## src/rtl/svreal_mul_arbiter.sv

```systemverilog
// Round-robin arbiter sharing one pipelined fixed-point (svreal) multiplier among N_REQ clients.
// Define SVREAL_MUL_SAT_EN to saturate out-of-range results; otherwise they wrap.
module svreal_mul_arbiter #(
  parameter int N_REQ       = 4,
  parameter int A_WIDTH     = 16,
  parameter int A_EXP       = -8,
  parameter int B_WIDTH     = 16,
  parameter int B_EXP       = -8,
  parameter int C_WIDTH     = 16,
  parameter int C_EXP       = -8,
  parameter int PIPE_STAGES = 2
) (
  input  logic                              clk,
  input  logic                              rst_n,
  input  logic [N_REQ-1:0]                  req_valid,
  output logic [N_REQ-1:0]                  req_ready,
  input  logic [N_REQ*A_WIDTH-1:0]          req_a,
  input  logic [N_REQ*B_WIDTH-1:0]          req_b,
  output logic                              rsp_valid,
  input  logic                              rsp_ready,
  output logic [$clog2(N_REQ)-1:0]          rsp_id,
  output logic signed [C_WIDTH-1:0]         rsp_c,
  output logic [$clog2(PIPE_STAGES+1):0]    busy,
  output logic                              ovf
);

  localparam int IW     = $clog2(N_REQ);
  localparam int PW     = A_WIDTH + B_WIDTH;
  localparam int LSHIFT = A_EXP + B_EXP - C_EXP;
  localparam int LSH    = (LSHIFT > 0) ? LSHIFT : 0;
  localparam int RSH    = (LSHIFT < 0) ? -LSHIFT : 0;
  localparam int AW     = PW + LSH;
  localparam int XW     = ((AW > C_WIDTH) ? AW : C_WIDTH) + 1;
  localparam int LAST   = PIPE_STAGES - 1;
  localparam int BW     = $clog2(PIPE_STAGES + 1) + 1;

  function automatic logic signed [XW-1:0] align(input logic signed [PW-1:0] p);
    logic signed [XW-1:0] x;
    x = XW'(p);
    return (x <<< LSH) >>> RSH;
  endfunction

  // Out of range when the bits above the C sign bit are not a pure sign extension.
  function automatic logic out_of_range(input logic signed [XW-1:0] v);
    logic [XW-C_WIDTH:0] hi;
    hi = v[XW-1:C_WIDTH-1];
    return !((&hi) || !(|hi));
  endfunction

  function automatic logic signed [C_WIDTH-1:0] fit(input logic signed [XW-1:0] v);
    logic signed [C_WIDTH-1:0] r;
    r = C_WIDTH'(v);
`ifdef SVREAL_MUL_SAT_EN
    if (out_of_range(v)) begin
      r = v[XW-1] ? {1'b1, {(C_WIDTH-1){1'b0}}} : {1'b0, {(C_WIDTH-1){1'b1}}};
    end
`endif
    return r;
  endfunction

  logic                     vld_q  [PIPE_STAGES];
  logic [IW-1:0]            id_q   [PIPE_STAGES];
  logic signed [PW-1:0]     prod_q [PIPE_STAGES];
  logic [IW-1:0]            ptr_q, ptr_d;
  logic [BW-1:0]            busy_q, busy_d;
  logic                     ovf_q, ovf_d;

  logic [N_REQ-1:0]         gnt;
  logic [IW-1:0]            gidx;
  logic                     found;
  int                       idx;
  logic signed [A_WIDTH-1:0] a_sel;
  logic signed [B_WIDTH-1:0] b_sel;
  logic signed [PW-1:0]     prod;
  logic signed [XW-1:0]     aligned;
  logic                     stall, accept, rsp_done;

  // Cyclic priority search starting at the round-robin pointer.
  always_comb begin
    gnt   = '0;
    gidx  = '0;
    found = 1'b0;
    idx   = 0;
    for (int k = 0; k < N_REQ; k++) begin
      idx = int'(ptr_q) + k;
      if (idx >= N_REQ) idx = idx - N_REQ;
      if (!found && req_valid[idx]) begin
        found    = 1'b1;
        gnt[idx] = 1'b1;
        gidx     = IW'(idx);
      end
    end
  end

  assign stall     = rsp_valid && !rsp_ready;
  assign req_ready = gnt & {N_REQ{rst_n && !stall}};
  assign accept    = |(req_valid & req_ready);
  assign rsp_done  = rsp_valid && rsp_ready;

  assign a_sel = req_a[gidx*A_WIDTH +: A_WIDTH];
  assign b_sel = req_b[gidx*B_WIDTH +: B_WIDTH];
  assign prod  = PW'(a_sel) * PW'(b_sel);

  assign aligned   = align(prod_q[LAST]);
  assign rsp_valid = vld_q[LAST];
  assign rsp_id    = id_q[LAST];
  assign rsp_c     = fit(aligned);
  assign busy      = busy_q;
  assign ovf       = ovf_q;

  always_comb begin
    ptr_d  = ptr_q;
    busy_d = busy_q;
    ovf_d  = ovf_q | (vld_q[LAST] & out_of_range(aligned));
    if (accept) ptr_d = (gidx == IW'(N_REQ - 1)) ? '0 : gidx + 1'b1;
    if (accept && !rsp_done)      busy_d = busy_q + BW'(1);
    else if (!accept && rsp_done) busy_d = busy_q - BW'(1);
  end

  always_ff @(posedge clk or negedge rst_n) begin
    if (!rst_n) begin
      for (int s = 0; s < PIPE_STAGES; s++) begin
        vld_q[s]  <= 1'b0;
        id_q[s]   <= '0;
        prod_q[s] <= '0;
      end
      ptr_q  <= '0;
      busy_q <= '0;
      ovf_q  <= 1'b0;
    end else begin
      // Stage 0 captures the raw product; later stages only carry it forward.
      if (!stall) begin
        vld_q[0]  <= accept;
        id_q[0]   <= gidx;
        prod_q[0] <= prod;
        for (int s = 1; s < PIPE_STAGES; s++) begin
          vld_q[s]  <= vld_q[s-1];
          id_q[s]   <= id_q[s-1];
          prod_q[s] <= prod_q[s-1];
        end
      end
      ptr_q  <= ptr_d;
      busy_q <= busy_d;
      ovf_q  <= ovf_d;
    end
  end

endmodule

```

## config.mk

```make
export PLATFORM = sky130hd
export DESIGN_NAME = svreal_mul_arbiter
export DESIGN_NICKNAME = d
export VERILOG_FILES = /design/src/rtl/svreal_mul_arbiter.sv
export SDC_FILE = /design/constraint.sdc
export NUM_CORES = 1
export LEC_CHECK = 0
export ABC_AREA = 1
export CORE_MARGIN = 2
export CORE_UTILIZATION = 35
export DETAILED_ROUTE_END_ITERATION = 7
export GPL_TIMING_DRIVEN = 0
export HOLD_SLACK_MARGIN = 0.02
export SYNTH_ARGS = -nofsm -noshare
export SYNTH_HDL_FRONTEND = slang
export SYNTH_SLANG_ARGS = --single-unit
```

## constraint.sdc

```tcl
create_clock -name clk -period 10.1 [get_ports clk]
set_input_delay 2.02 -clock clk [delete_from_list [all_inputs] [get_ports clk]]
set_output_delay 2.02 -clock clk [all_outputs]
set_load 0.01 [all_outputs]
```

==> flow_summary.toml <==
[clocking]
insertion_delay_ps = 320
path_clk_slew_ps = 50
cts_made_buffers = 9
cts_buffer_depth = 2
cts_tree = "done"
cts_max_level = 3
cts_sinks = 60
ctsHoldBuffers = 0
clockRootBuffer = "clkbuf_16"

[floorplan]
core_um2 = 40800
fp.dieW_um = 207
dieArea_um2 = 43000
die_h_um = 207
io_pins = 162
initial_core_util_pct = 35.5
num_rows = 74

[grt]
antenna_found_initial = 1
grt_pass1_wl_mm = 68.8
grt_max_degree = 39
grt_overflow_total = 0
grt_use_total_pct = 20.2
grt_pass1_vias = 13100

[timing]
period_share_pct = 95.7
drv_slew = 0
fin_skew_ps = 6.50
relSlewSlack_pct = 55.8
max_freq_mhz = 104
tightest_slew_ps = 663
final.min_clock_period_ps = 9660
hold_slack_ps = 450
finalHoldViolCount = 0
finalSetupViolations = 0

[placed_design]
place.gp.congestion = 0.911
dp_hpwl_mm = 36.1
io_buffers = 161

[synth]
seq_area_frac_synth_pct = 10.4
ys_ff_latch = 60
syn_area_per_cell_um2 = 7.82
syn_area_um2 = 14500
synth_ff_type = "dfrtp_1"
syn_nets = 2334
ys_types = 56
synth_cells = 1852
async_reset_ff_share_pct = 100
yosys_warnings = 0
synth_edf_count = 0

[critical_path]
crit_fanout = 10
crit_type = "in2reg"
required_ps = 10310
cp_slowest_stage_delay_ps = 640
worst_setup_path_start_kind = "input port"
critPathArrivalTime_ps = 9870
cp-end-kind = "flop"
cp_common_cell = "fa_1"
cp_slowest_cell = "fa_1"

[layout]
layout_common_cells = "inv_1, nand2_1, nor2_1"
nets = 2537
mostFrequentLayoutCell = "inv_1"
n_antenna_cell = 0
drive_above_1_share_pct = 10.0
area_delta_synth_final_pct = 21.6

[route]
drc = 0
ant_nets = 0
dr.pass1.iters = 5
vias = 12500
wl_mm = 42.2
wl_per_cell_um = 16.3
viasPerCell = 4.83
drt-initial-drc-count = 601

[status]
run_status = "complete, no violations"

[worst_hold_path]
hold_path_class = "reg2reg"

[run]
drv_cap = 0
stage by stage:
step / setup WS [ps] / utilization (%) / setup TNS, ps / std cells / instance area (um2)
2_1_floorplan: 1320 / - / 0 / 1852 / 14500
3_3_place_gp: -387 / 41.1 / -2200 / 2545 / 16800
3_5_place_dp: -423 / 41.2 / -2190 / 2547 / 16800
4_1_cts: 48.4 / 42.1 / 0 / 2563 / 17200
5_1_grt: -18.8 / 43.1 / -18.8 / 2592 / 17600
6_report: 439 / 43.1 / 0 / 2592 / 17600
cell type report:
class / instances / area, um2
multi-input combinational: 1262 / 11000
timing repair buffer: 192 / 1880
inverter: 464 / 1750
sequential: 60 / 1500
clock inverter: 4 / 95.1
fill: 4155 / 23200
clock buffer: 12 / 256
tap: 532 / 666
buffer: 66 / 445
kinds of logic (layout without fill, tap and decap cells):
kind of cell / after synthesis / after routing / synth area share, %
and+or+nand+nor: 748 / 748 / 22.0
muxes: 1 / 1 / 0.0777
adders and majority gates: 347 / 347 / 43.6
AOI/OAI and AO/OA: 146 / 146 / 7.96
DFF: 60 / 60 / 10.4
xor gates and xnor gates: 20 / 20 / 1.21
buffers and inverters: 530 / 738 / 14.9
sequential cells by signal, summed over array words and instances (netlist names):
| signal | flops |
|---|---|
| ptr_q | 2 |
| prod_q | 24 |
| ovf | 1 |
| id_q | 2 |
| rsp_c | 16 |
| rsp_valid | 1 |
| busy | 3 |
| aligned | 8 |
| rsp_id | 2 |
| vld_q | 1 |
per-layer routing:
layer	track usage, %	wire length [um]	share of wire [%]
met1	26.4	17900	42
met5	0	19	0.045
met4	5.32	1110	2.6
met2	35.2	20900	50
met3	2.83	2280	5.4
timing repair:
action                                  4_1_cts  5_1_grt
buffers inserted                              0       29
endpoints found under the setup margin        2       19
pin swaps                                     0       11
resized for setup                             4       45
worst paths after layout:
path                              start  depth (start not counted)          to  slack (ps)
setup / recovery           req_valid[2]                         34  prod_q[63]         440
hold / removal                      ovf                          1         ovf         450
setup reg to reg               ptr_q[0]                         38  prod_q[63]        1740
hold reg to reg                     ovf                          1         ovf         450
max in group asynchronous         rst_n                          3   rsp_c[10]        8040
min in group asynchronous         rst_n                          2         ovf        1660
cell usage after synthesis, types with 6 or more instances:
cell type  number  area, um2
nand4_1         7       43.8
or2_2          17        106
inv_2          20       75.1
buf_2          24        120
ha_1           85       1060
nor2_1        265        995
fa_1          262       5250
buf_4          21        158
nor3_1         12       60.1
nand3_1        50        250
or2_0           7       43.8
o21ai_1        10       50.1
a32oi_2        11        179
clkbuf_1       13       48.8
nand2_4         7       78.8
a21oi_1        41        205
nand2_1       347       1300
xnor2_1        16        140
dfrtp_1        60       1500
o21ai_0        44        220
a32oi_1         6       52.6
a32oi_4         9        248
nand2_2        11       68.8
inv_1         441       1660
critical path: cells and delay by family:
family | cells | cell delay [ps]
fa+ha+maj | 7 | 3640
compound gates | 6 | 1280
simple gates | 12 | 1220
buf+inv | 9 | 1700
Power is left out: the tool's default activity adds up to more than one toggle a clock period on the data nets, which glitch-free logic cannot reach.
